==> src/rtl/serial_addsub_pkg.sv <==
// Shared types and constants for the digit-serial add/subtract unit.
package serial_addsub_pkg;

   typedef enum logic [1:0] {
      IDLE = 2'd0,
      RUN  = 2'd1,
      DONE = 2'd2
   } state_t;

   localparam logic MODE_SUB = 1'b0;
   localparam logic MODE_ADD = 1'b1;

endpackage

==> src/rtl/addsub_slice.sv <==
// Combinational DIGIT-bit add/subtract slice with carry/borrow chaining.
module addsub_slice
   import serial_addsub_pkg::*;
#(
   parameter int unsigned DIGIT = 2
) (
   input  logic [DIGIT-1:0] a,
   input  logic [DIGIT-1:0] b,
   input  logic             mode,
   input  logic             cin,
   output logic [DIGIT-1:0] d,
   output logic             cout
);

   logic [DIGIT:0] t;

   // One extra bit holds the carry (add) or, on wrap below zero, the borrow (sub).
   always_comb begin
      if (mode == MODE_ADD) begin
         t = {1'b0, a} + {1'b0, b} + {{DIGIT{1'b0}}, cin};
      end else begin
         t = {1'b0, a} - {1'b0, b} - {{DIGIT{1'b0}}, cin};
      end
      d    = t[DIGIT-1:0];
      cout = t[DIGIT];
   end

endmodule

==> src/rtl/serial_addsub.sv <==
// Multi-cycle add/subtract: DIGIT bits per cycle, LSB first, carry held in a flop.
module serial_addsub
   import serial_addsub_pkg::*;
#(
   parameter int unsigned WIDTH  = 8,
   parameter int unsigned DIGIT  = 2,
   parameter int unsigned SIGNED = 0
) (
   input  logic             clk,
   input  logic             rst,
   input  logic             start,
   input  logic             mode,
   input  logic [WIDTH-1:0] a,
   input  logic [WIDTH-1:0] b,
   input  logic             carry_in,
   output logic             busy,
   output logic             done,
   output logic [WIDTH-1:0] result,
   output logic             carry_out,
   output logic             overflow,
   output logic             negative,
   output logic [WIDTH:0]   magnitude
);

   localparam int unsigned N  = WIDTH / DIGIT;
   localparam int unsigned CW = (N > 1) ? $clog2(N) : 1;

   state_t                 state_q, state_d;
   logic                   accept;
   logic [WIDTH-1:0]       a_q, b_q, sh_q;
   logic                   carry_q, mode_q, sa_q, sb_q;
   logic [CW-1:0]          cnt_q;
   logic [DIGIT-1:0]       slice_d;
   logic                   slice_c;
   logic [WIDTH+DIGIT-1:0] sh_cat;

   logic                   done_q, cout_q, ovf_q, neg_q;
   logic [WIDTH-1:0]       result_q;
   logic [WIDTH:0]         mag_q;

   logic                   neg_c, ovf_c;
   logic [WIDTH:0]         mag_c, ext_c;

   addsub_slice #(
      .DIGIT (DIGIT)
   ) u_slice (
      .a    (a_q[DIGIT-1:0]),
      .b    (b_q[DIGIT-1:0]),
      .mode (mode_q),
      .cin  (carry_q),
      .d    (slice_d),
      .cout (slice_c)
   );

   // New digit enters at the MSB side so after N cycles the result is aligned.
   assign sh_cat = {slice_d, sh_q};

   // Next-state logic; start is ignored while busy, including the done cycle.
   always_comb begin
      state_d = state_q;
      accept  = 1'b0;
      unique case (state_q)
         IDLE: begin
            if (start && !done_q) begin
               state_d = RUN;
               accept  = 1'b1;
            end
         end
         RUN:     if (cnt_q == CW'(N - 1)) state_d = DONE;
         DONE:    state_d = IDLE;
         default: state_d = IDLE;
      endcase
   end

   // State register.
   always_ff @(posedge clk or posedge rst) begin
      if (rst) state_q <= IDLE;
      else     state_q <= state_d;
   end

   // Flags and exact magnitude from the finished shift register and final carry.
   always_comb begin
      neg_c = 1'b0;
      ovf_c = 1'b0;
      ext_c = '0;
      mag_c = '0;
      if (SIGNED != 0) begin
         // Bit WIDTH of the sign-extended operation: the true sign of the result.
         neg_c = sa_q ^ sb_q ^ carry_q;
         ovf_c = neg_c ^ sh_q[WIDTH-1];
         ext_c = {neg_c, sh_q};
         mag_c = neg_c ? (~ext_c + 1'b1) : ext_c;
      end else begin
         neg_c = (mode_q == MODE_SUB) && carry_q;
         if (mode_q == MODE_ADD) mag_c = {carry_q, sh_q};
         else if (neg_c)         mag_c = {1'b1, {WIDTH{1'b0}}} - {1'b0, sh_q};
         else                    mag_c = {1'b0, sh_q};
      end
   end

   // Datapath: operand capture, digit shifting, and output load in DONE.
   always_ff @(posedge clk or posedge rst) begin
      if (rst) begin
         a_q      <= '0;
         b_q      <= '0;
         sh_q     <= '0;
         carry_q  <= 1'b0;
         mode_q   <= 1'b0;
         sa_q     <= 1'b0;
         sb_q     <= 1'b0;
         cnt_q    <= '0;
         done_q   <= 1'b0;
         result_q <= '0;
         cout_q   <= 1'b0;
         ovf_q    <= 1'b0;
         neg_q    <= 1'b0;
         mag_q    <= '0;
      end else begin
         done_q <= (state_q == DONE);
         if (accept) begin
            a_q     <= a;
            b_q     <= b;
            mode_q  <= mode;
            carry_q <= carry_in;
            sa_q    <= a[WIDTH-1];
            sb_q    <= b[WIDTH-1];
            sh_q    <= '0;
            cnt_q   <= '0;
         end else if (state_q == RUN) begin
            a_q     <= a_q >> DIGIT;
            b_q     <= b_q >> DIGIT;
            sh_q    <= sh_cat[WIDTH+DIGIT-1:DIGIT];
            carry_q <= slice_c;
            cnt_q   <= cnt_q + 1'b1;
         end
         if (state_q == DONE) begin
            result_q <= sh_q;
            cout_q   <= carry_q;
            ovf_q    <= ovf_c;
            neg_q    <= neg_c;
            mag_q    <= mag_c;
         end
      end
   end

   assign busy      = (state_q != IDLE) || done_q;
   assign done      = done_q;
   assign result    = result_q;
   assign carry_out = cout_q;
   assign overflow  = ovf_q;
   assign negative  = neg_q;
   assign magnitude = mag_q;

endmodule
==> config.mk <==
export PLATFORM = sky130hd
export DESIGN_NAME = serial_addsub
export DESIGN_NICKNAME = d
export VERILOG_FILES = /design/src/rtl/serial_addsub_pkg.sv /design/src/rtl/addsub_slice.sv /design/src/rtl/serial_addsub.sv
export SDC_FILE = /design/constraint.sdc
export NUM_CORES = 1
export LEC_CHECK = 0
export BUFFER_PORTS_ARGS = -buffer_cell sky130_fd_sc_hd__buf_2
export CAP_MARGIN = 20
export CORE_MARGIN = 2
export CORE_UTILIZATION = 52
export CTS_BUF_LIST = sky130_fd_sc_hd__clkbuf_8
export CTS_CLUSTER_SIZE = 25
export DETAILED_ROUTE_END_ITERATION = 10
export GPL_TIMING_DRIVEN = 0
export HOLD_SLACK_MARGIN = 0.02
export PLACE_DENSITY = 0.84
export SETUP_SLACK_MARGIN = 0.3
export SYNTH_ARGS = -nofsm -noshare
export SYNTH_HDL_FRONTEND = slang
export SYNTH_SLANG_ARGS = --single-unit
==> constraint.sdc <==
create_clock -name clk -period 2 [get_ports clk]
set_clock_uncertainty 0.05 [all_clocks]
set_input_delay 0.2 -clock clk [delete_from_list [all_inputs] [get_ports clk]]
set_output_delay 0.2 -clock clk [all_outputs]
set_load 0.01 [all_outputs]
* Word level (Yosys, flattened, before mapping)
Index checks and enable logic that the tools add are counted.
** Word-level totals
- Register bits after elaboration :: 50
- Bits of input ports :: 21
- Output and inout port bits :: 22
- Logic and storage cells :: 50
** Operators by class
- Add/sub/neg operators :: 6
- Equality and inequality tests :: 5
- Muxes and demuxes :: 18
- Bitwise logic cells :: 1
- Reduce and logical (&&, ||, !) cells :: 8
** Operator list (number)
- 2-to-1 mux 8 bit :: 6
- 2-to-1 mux 9 bit :: 2
- subtractor 9 x 8 -> 9 bit, first input constant :: 1
- 2-to-1 mux 2 bit :: 4
- equality test 2 bit, second input constant :: 2
- 2-to-1 mux 1 bit :: 4
- != test 2 bit, second input constant :: 2
- case mux 2 bit (2 select lines) :: 1
- nonzero test 2 bit :: 2
- adder 2 x 2 -> 3 bit :: 1
- adder 3 x 1 -> 3 bit :: 1
- 2-to-1 mux 3 bit :: 1
- subtractor 2 x 2 -> 3 bit :: 1
- subtractor 3 x 1 -> 3 bit :: 1
- adder 2 x 1 -> 2 bit, second input constant :: 1
- equality test 2 x 1 -> 1 bit, second input constant :: 1
- logical AND 1 bit :: 2
- logical NOT 2 bit :: 1
- AND reduction 2 bit :: 1
- logical NOT 1 bit :: 1
- logical OR 1 bit :: 1
- NOT 1 bit :: 1

* Longest topological paths before layout
Gate-level depths: netlist (run 1).
- Depth after elaboration :: 5
- Mapped depth :: 8
- Mapped depth without buffers :: 8

* Hierarchy
A second synthesis (run 1) with hierarchy kept.
** Unflattened totals
- Cells, all modules :: 224
- Area, all modules :: 2290.9 sq um
** Modules (own cells, without submodules)
- serial_addsub :: times used 1, cells an instance 211, area an instance 2164.6 sq um, seq. area each 1226.2 sq um
- addsub_slice :: times used 1, cells an instance 13, area an instance 126.4 sq um, seq. area each 0.0 sq um

* Worst setup path after synthesis (run 1)
No wires, ideal clock.
- Kind :: register to register
- From :: register a_q[0]
- To :: register sh_q[7]
- Library setup time :: 82 ps
- Arrival :: 1951 ps
- Data required time :: 1868 ps
- Slack :: -83 ps
- Cell stages (with the launch flop) :: 9
- Path buffers :: 0
- Period minus slack after synthesis :: 2083 ps
- Cell sequence :: dfrtp_1 fa_1 inv_1 ha_1 nor2_1 fa_1 nor2_1 a21oi_1 o22ai_1
** On the way
- Word-level cells in the longest chain between the ends :: 5
- Elaborated cells between the ends (all ways) :: 7
- Those cells by class :: 4 x add/sub; 3 x mux
** RTL lines
- from (decl) :: RTL line serial_addsub.sv:30 : logic [WIDTH-1:0] a_q, b_q, sh_q;
- from (signal assigned) :: RTL line serial_addsub.sv:130 : a_q <= a_q >> DIGIT;
- subtractor 2 x 2 -> 3 bit or adder 2 x 2 -> 3 bit (tied branches) :: RTL line addsub_slice.sv:22, addsub_slice.sv:20
- subtractor 3 x 1 -> 3 bit or adder 3 x 1 -> 3 bit (tied branches) :: RTL line addsub_slice.sv:22, addsub_slice.sv:20
- 2-to-1 mux 3 bit * :: RTL line addsub_slice.sv:19 : if (mode == MODE_ADD) begin
- 2-to-1 mux 8 bit * :: RTL line serial_addsub.sv:129 : end else if (state_q == RUN) begin
- 2-to-1 mux 8 bit * :: RTL line serial_addsub.sv:120 : if (accept) begin
- to (signal assigned) :: RTL line serial_addsub.sv:132 : sh_q <= sh_cat[WIDTH+DIGIT-1:DIGIT];
- to (decl) :: RTL line serial_addsub.sv:30
Every way passes the cells marked *; elsewhere a longest branch is shown, timed or not. The select of a mux whose other input is x is not followed.
A chain may end at the register's enable or synchronous reset.

* Worst setup path after layout (run 1)
- From :: register b_q[0]
- To :: register sh_q[7]
** On the way
- Word-level cells in the longest chain between the ends :: 5
- Elaborated cells between the ends (all ways) :: 7
- Those cells by class :: 4 x add/sub; 3 x mux
** RTL lines
- from (decl) :: RTL line serial_addsub.sv:30
- from (signal assigned) :: RTL line serial_addsub.sv:131 : b_q <= b_q >> DIGIT;
- subtractor 2 x 2 -> 3 bit or adder 2 x 2 -> 3 bit (tied branches) :: RTL line addsub_slice.sv:22, addsub_slice.sv:20
- subtractor 3 x 1 -> 3 bit or adder 3 x 1 -> 3 bit (tied branches) :: RTL line addsub_slice.sv:22, addsub_slice.sv:20
- 2-to-1 mux 3 bit * :: RTL line addsub_slice.sv:19
- 2-to-1 mux 8 bit * :: RTL line serial_addsub.sv:129
- 2-to-1 mux 8 bit * :: RTL line serial_addsub.sv:120
Marks and branches as above.

==> results of run 1 <==
how the worst min path moves through the flow:
stage,from,endpoint,cells past startpoint
finish,b[7],b_q[7],3
global route,carry_in,carry_q,3
CTS,b[7],b_q[7],3
detailed placement,rst,b_q[0],2
global placement,a[7],a_q[7],3
floorplan,carry_in,carry_q,2
through the flow:
step                      setup TNS (ns)  setup slack (ns)  hold WS, ns
after floorplan                  -0.0512           -0.0345        0.265
after global placement             -2.00            -0.135        0.351
after detailed placement          -0.370            -0.199        0.175
after CTS                         -0.310            -0.159       0.0379
after global routing              -0.572            -0.290       0.0457
final                             -0.320            -0.164       0.0394
per-layer routing:
| metal | GRT usage | routed length, um | vias up |
|---|---|---|---|
| met4 | 0.0755 | 84 | 0 |
| li1 | - | - | 878 |
| met2 | 0.333 | 2320 | 47 |
| met1 | 0.274 | 2150 | 901 |
| met5 | 0 | 0 | - |
| met3 | 0.0399 | 227 | 7 |
sequential cells by signal, indices dropped and copies added (netlist names):
signal / count
carry_out: 1
cnt_q: 2
carry_q: 1
b_q: 8
state_q: 2
mode_q: 1
done: 1
negative: 1
magnitude: 8
a_q: 8
sh_q: 8
result: 8
power by group through the flow:
stage	registers, uW	logic [uW]	clock network, uW
global placement	1780	2090	0
global route	1840	2690	644
CTS	1770	2340	594
floorplan	1820	1520	0
detailed placement	1810	2210	0
finish	1780	2400	594
worst max-delay path: cells and delay by family, from the launching register on:
family / cells / cell delay (ns)
fa+ha+maj: 3 / 1.20
flops: 1 / 0.41
simple gates: 2 / 0.21
compound gates: 2 / 0.17
buf+inv: 1 / 0.06
timing repair:
item | in CTS | in global routing
setup buffers | 3 | 3
endpoints found under the setup margin | 9 | 18
pin swaps | 3 | 3
hold endpoints to repair | 19 | 0
hold buffers | 1 | 0
gates resized for setup | 4 | 5
cell usage in the layout (no fill, tap or decap), types with 2 or more instances in the layout:
master and instances:
nand2_1 52, buf_2 49, dfrtp_1 48, o21ai_0 15, a22o_1 11, a21o_1 11
inv_1 8, buf_4 8, nor2_1 6, clkbuf_1 5, clkbuf_8 5, a21oi_1 4
fa_1 4, nand2b_1 3, clkbuf_2 3, nor2b_1 3, a31oi_1 3, o31ai_1 3
o22ai_1 3, or3_1 3, a2111o_1 3, o211ai_1 3, ha_1 3, mux2_2 2
mux2i_1 2, nor3_1 2, nor3b_1 2
layout make-up:
cell class	count	area, sq um
tap	52	65.1
inverter	9	33.8
buffer	19	100
fill	366	1560
clock buffer	5	68.8
multi-input combinational	151	968
clock inverter	3	21.3
sequential	49	1230
timing repair buffer	49	280
logic make-up (layout without fill, tap and decap cells):
group / Yosys count / count (layout) / share of synthesized area
other cells: 1 / 1 / 0.00162
simple gates: 76 / 76 / 0.149
buf+inv: 28 / 85 / 0.0562
mux: 4 / 4 / 0.0184
fa+ha+maj: 8 / 8 / 0.0562
flops: 49 / 49 / 0.530
compound gates: 60 / 60 / 0.182
xor+xnor: 2 / 2 / 0.00757
==> results.cfg, run 1 <==
[pwr]
sw_frac_of_total = 0.412
clkPwrFrac = 0.125
total_power_uw = 4770
power_density_mw_per_mm2 = 1730
power.internal_uw = 2800
peakVddDrop_uv = 844
p_comb_frac = 0.503
power_switching_uw = 1970
seq_power_share = 0.372
total_leakage_power_uw = 0.00143

[route]
wl_per_cell_um = 14.2
drtIter0Drc = 86
drc = 0
viasPerCell = 5.44
via_count = 1833
totalWireLength_mm = 4.78
first_pass_iters = 4
postRouteAntennaNets = 0

[worst_setup_path]
path_cells = fa_1 > inv_1 > ha_2 > nor2_2 > fa_1 > nor2_1 > a21oi_1 > o22ai_1
worstReg2RegEnd = sh_q[7]
crit_start = b_q[0]
max_stage_delay_ns = 0.61
crit_path_end = sh_q[7]
cp_common_cell = fa_1
cp-end-kind = flip-flop
critPathMaxFanout = 3
reg2reg_slack_ns = -0.16
r2r_cells = 8
critPathKind = flip-flop to flip-flop
worstPathRequired_ns = 2.19
cp_slowest_cell = fa_1
startpoint_type = flip-flop
reg2reg_from = b_q[0]
crit_arrival_ns = 2.35

[global_routing]
grt_pass1_wl_mm = 8.07
antenna_found_initial = 0
grt_pass1_vias = 1720
grt_overflow = 0
grtUsageTotal = 0.204
grt_max_degree = 31

[timing]
setup_ws_ns = -0.164
maxSlewViolCount = 0
rsz0062_at_grt = true
final-setup-viol-count = 2
finalCriticalPeriod_ns = 2.16
fmax_mhz = 462
slew-limit-headroom = 0.655
finalCritPeriodShare = 1.08
hold_viol_final = 0
worst_slew_pin_slew_ns = 0.512

[clocking]
cts_buffer_depth = 2
cts_tree = built
cts.sinks = 49
htree_levels = 2
cts_inserted_buffers = 5
clk_pin_slew_worst_paths_ns = 0.10
insertion_delay_ns = 0.31
clockRootBuffer = clkbuf_8

[yosys]
ys_warn_count = 0
ys_async_sr_fraction = 1.00
synth_edf_count = 0
ys_dominant_reg_cell = dfrtp_1
netlist_top_cells_count = 52 x nand2_1, 49 x dfrtp_1, 15 x o21ai_0
avgSynthCellArea_sq_um = 10.2
syn_area_sq_mm = 0.00231
yosysMostFrequentCell = nand2_1
synth_top_area_cell = dfrtp_1
synth_top_area_share = 0.530
ys_seq_area_frac = 0.530
synth_seq_cells = 49
netlist_instances = 228
ys_types = 36
syn_nets = 257
synth_area_leaders = dfrtp_1 53%, nand2_1 8.4%, a22o_1 4.2%

[place]
dp.cells = 322
port_buffers = 41
dp_hpwl_mm = 3.45
placed_cell_area_sq_mm = 0.00261
gp_congestion = 0.795

[cells_and_area]
finalNetCount = 313
utilization = 0.639
final_area_sq_mm = 0.00277
drive_gt1_frac = 0.274
syn2layout_area_growth_pct = 19.5
stdcell_count = 337
diodes = 0

[run]
drv_cap = 0

[floorplanning]
die_area_sq_mm = 0.00500
fp.dieW_um = 70.7
die_y_um = 70.7
io_pins = 43
coreArea_sq_mm = 0.00432
rows = 24
start_util = 0.535

[hold_path]
min_path_type = primary input to flip-flop

[status]
violations = setup timing
status = finished with violations
(Power assumes the default switching activity.)
==> inputs of run 2 (changes only) <==
Settings changed: SKIP_LAST_GASP set to 1.
==> results.cfg, run 2 (same netlist as run 1, synthesis figures left out) <==
[status]
status = finished with violations
violations = setup timing

[worst_setup_path]
critPathKind = flip-flop to flip-flop
crit_arrival_ns = 2.47
cp-end-kind = flip-flop
path_cells = fa_1 > inv_1 > ha_2 > nor2_4 > fa_1 > nor2_1 > a21oi_1 > o22ai_1
worstPathRequired_ns = 2.19
startpoint_type = flip-flop
cp_common_cell = fa_1
critPathMaxFanout = 3
cp_slowest_cell = fa_1
max_stage_delay_ns = 0.63

[pwr]
peakVddDrop_uv = 869
power_density_mw_per_mm2 = 1740
total_leakage_power_uw = 0.00144
total_power_uw = 4830

[timing]
slew-limit-headroom = 0.638
worst_slew_pin_slew_ns = 0.537
final-setup-viol-count = 2
finalCriticalPeriod_ns = 2.28
setup_ws_ns = -0.280
hold_viol_final = 0
fmax_mhz = 439
finalCritPeriodShare = 1.14
rsz0062_at_grt = true
fin_tns_setup_ns = -0.515
maxSlewViolCount = 0

[global_routing]
met1_usage = 0.275
grt_pass1_wl_mm = 8.09
grt_util_met3 = 0.0399
grt_pass1_vias = 1723
antenna_found_initial = 0
grt_util_met2 = 0.333
grt_overflow = 0
grtUsageTotal = 0.205
grt_max_degree = 31
top_usage_layer = met2

[floorplanning]
die_y_um = 70.7
coreArea_sq_mm = 0.00432
fp.dieW_um = 70.7
die_area_sq_mm = 0.00500
io_pins = 43
start_util = 0.535
rows = 24

[route]
first_pass_iters = 5
totalWireLength_mm = 4.81
via_count = 1833
viasPerCell = 5.44
drtIter0Drc = 95
drc = 0
postRouteAntennaNets = 0
wl_per_cell_um = 14.3

[clocking]
clockRootBuffer = clkbuf_8
cts_inserted_buffers = 5
clk_pin_slew_worst_paths_ns = 0.10
insertion_delay_ns = 0.31
cts_buffer_depth = 2
cts.sinks = 49
htree_levels = 2
cts_tree = built

[place]
port_buffers = 41
dp_hpwl_mm = 3.45
gp_congestion = 0.795

[cells_and_area]
layout_commonest_cell = nand2_1
finalNetCount = 313
utilization = 0.642
drive_gt1_frac = 0.277
diodes = 0
syn2layout_area_growth_pct = 19.9
layout_common_cells = 52 x nand2_1, 49 x buf_2, 48 x dfrtp_1

[hold_path]
min_path_type = primary input to flip-flop

[run]
drv_cap = 0
==> run 2: layout make-up <==
class / instances / area, sq um
fillers: 361 / 1550
flip-flops and latches: 49 / 1230
multi-input cells: 151 / 978
repair buffers: 49 / 280
plain buffers: 19 / 100
clock buffers: 5 / 68.8
well taps: 52 / 65.1
inverters: 9 / 33.8
clock inverters: 3 / 21.3
==> run 2: path summary, 6_finish.rpt <==
kind	from	endpoint	slack (ns)	cells after the start
setup / recovery	b_q[0]	sh_q[7]	-0.28	8
hold / removal	b[7]	b_q[7]	0.04	3
setup reg to reg	b_q[0]	sh_q[7]	-0.28	8
hold reg to reg	result[4]	result[4]	0.42	2
max in group asynchronous	rst	carry_q	1.01	4
min in group asynchronous	rst	sh_q[7]	0.37	3
==> run 2: routing by layer <==
layer	wire length, um	share of wire
met2	2370	0.49
met4	91	0.019
met1	2140	0.44
met3	210	0.044
met5	0	0
==> run 2: timing repair <==
action	4_1_cts	5_1_grt
hold buffers	1	0
setup endpoints to repair	9	18
gates cloned	0	0
endpoints found under the hold margin	19	0
resized for setup	2	9
pin swaps	3	7
setup buffers	3	3
==> run 2: power by group <==
part	internal (uW)	total (uW)	switching, uW	leakage (uW)
sequential	1450	1780	327	0.000618
clock	248	591	342	0.0000445
combinational	1130	2470	1330	0.000774
==> run 2: stage by stage <==
stage	cells	cell area, sq um	setup WS [ns]	hold WS [ns]
finish	337	2780	-0.280	0.0393
global route	337	2780	-0.367	0.0457
CTS	334	2730	-0.181	0.0379
detailed placement	322	2610	-0.199	0.175
global placement	321	2580	-0.135	0.351
floorplan	228	2310	-0.0345	0.265
==> run 2: critical path, delay by kind of cell (launching register included) <==
family | cells | cell delay, ns
simple gates | 2 | 0.23
buf+inv | 1 | 0.08
flops | 1 | 0.41
compound gates | 2 | 0.20
fa+ha+maj | 3 | 1.24
==> inputs of run 3 (changes only) <==
==> constraint.sdc (replaced) <==
create_clock -name clk -period 2 [get_ports clk]
set_clock_uncertainty 0.05 [all_clocks]
set_input_delay 0.1 -clock clk [delete_from_list [all_inputs] [get_ports clk]]
set_output_delay 0.1 -clock clk [all_outputs]
set_load 0.01 [all_outputs]
==> results.cfg, run 3 (same netlist as run 1, synthesis figures left out) <==
[cells_and_area]
layout_commonest_cell = nand2_1
diodes = 0
fillers = 353
drive_gt1_frac = 0.271
layout_common_cells = 52 x nand2_1, 49 x buf_2, 48 x dfrtp_1
syn2layout_area_growth_pct = 22.9
ff_latch_area_sq_mm = 0.00123
finalNetCount = 320
multi_input_area_sq_um = 978

[route]
drc = 0
via_count = 1849
drtIter0Drc = 77
totalWireLength_mm = 4.99
postRouteAntennaNets = 0
first_pass_iters = 4
viasPerCell = 5.38
wl_per_cell_um = 14.5

[clocking]
cts_inserted_buffers = 5
insertion_delay_ns = 0.31
clockRootBuffer = clkbuf_8
htree_levels = 2
cts_tree = built
cts.sinks = 49
cts_buffer_depth = 2
clk_pin_slew_worst_paths_ns = 0.09

[floorplanning]
die_y_um = 70.7
die_area_sq_mm = 0.00500
rows = 24
coreArea_sq_mm = 0.00432
io_pins = 43
start_util = 0.535
fp.dieW_um = 70.7

[place]
port_buffers = 41
dp_hpwl_mm = 3.45
gp_congestion = 0.795

[status]
status = finished with violations
violations = setup timing

[timing]
hold_ws_ns = 0.0304
final-setup-viol-count = 2
fmax_mhz = 444
rsz0062_at_grt = true
worst_slew_pin_slew_ns = 0.515
finalCritPeriodShare = 1.13
maxSlewViolCount = 0
setup_ws_ns = -0.253
slew-limit-headroom = 0.654
hold_viol_final = 0
finalCriticalPeriod_ns = 2.25

[worst_setup_path]
worstPathRequired_ns = 2.18
crit_start = b_q[0]
r2r_cells = 8
startpoint_type = flip-flop
critPathKind = flip-flop to flip-flop
crit_arrival_ns = 2.43
cp-end-kind = flip-flop
worstReg2RegEnd = sh_q[7]
critPathMaxFanout = 3
reg2reg_slack_ns = -0.25
reg2reg_from = b_q[0]

[hold_path]
hold_depth = 3
whs_endpoint = b_q[3]
min_from = b[3]
min_path_type = primary input to flip-flop

[global_routing]
grt_pass1_vias = 1763
grt_pass1_wl_mm = 8.31
grtUsageTotal = 0.211
grt_overflow = 0
antenna_found_initial = 0
grt_max_degree = 31

[pwr]
power_density_mw_per_mm2 = 1710
total_leakage_power_uw = 0.00147
total_power_uw = 4860
peakVddDrop_uv = 860

[run]
drv_cap = 0
## run 3: cell count changes in the layout (fill, tap and decap cells not counted)
| cell | change |
|---|---|
| dlygate4sd3_1 | +7 |
## run 3: final cells by class
class,instances,share of cell area
Clock buffer,5,0.0242
Timing Repair Buffer,56,0.123
Tap cell,52,0.0229
Sequential cell,49,0.431
Inverter,9,0.0119
Buffer,19,0.0352
Multi-Input combinational cell,151,0.344
Clock inverter,3,0.00748
## run 3: report_power, final
group          leakage, uW  internal (uW)  switching, uW
logic             0.000803           1140           1350
registers         0.000618           1450            329
clock network    0.0000445            248            337
## run 3: how the worst max path moves through the flow
stage	end	slack, ns
after floorplan	sh_q[7]	-0.03
final	sh_q[7]	-0.25
after detailed placement	sh_q[7]	-0.20
after global placement	sh_q[7]	-0.14
after global routing	sh_q[7]	-0.39
after CTS	sh_q[7]	-0.18
## run 3: timing repair
action	CTS	global route
hold buffers	8	0
resized for setup	2	9
pin swaps	3	7
buffers inserted	3	3
hold endpoints to repair	26	0
setup endpoints to repair	9	18
## run 3: routing by layer
metal / vias up / part of all wire / GRT usage
met2: 48 / 0.50 / 0.346
li1: 893 / - / -
met3: 9 / 0.033 / 0.0399
met1: 899 / 0.45 / 0.282
met5: - / 0 / 0
met4: 0 / 0.022 / 0.0818
## run 3: per-stage QoR
| step | worst slack, ns | utilization | cell area (sq um) | setup TNS, ns | std cells |
|---|---|---|---|---|---|
| 2_1_floorplan | -0.0345 | - | 2310 | -0.0512 | 228 |
| 3_3_place_gp | -0.135 | 0.598 | 2580 | -0.265 | 321 |
| 3_5_place_dp | -0.199 | 0.602 | 2610 | -0.370 | 322 |
| 4_1_cts | -0.181 | 0.648 | 2800 | -0.336 | 341 |
| 5_1_grt | -0.385 | 0.658 | 2850 | -0.765 | 344 |
| 6_report | -0.253 | 0.658 | 2850 | -0.471 | 344 |
## run 3: worst max-delay path: stages, from the launching register on
cell	delay, ns
dfrtp_1	0.41
fa_1	0.61
inv_1	0.07
ha_2	0.19
nor2_4	0.08
fa_1	0.42
nor2_1	0.15
a21oi_1	0.06
o22ai_1	0.14
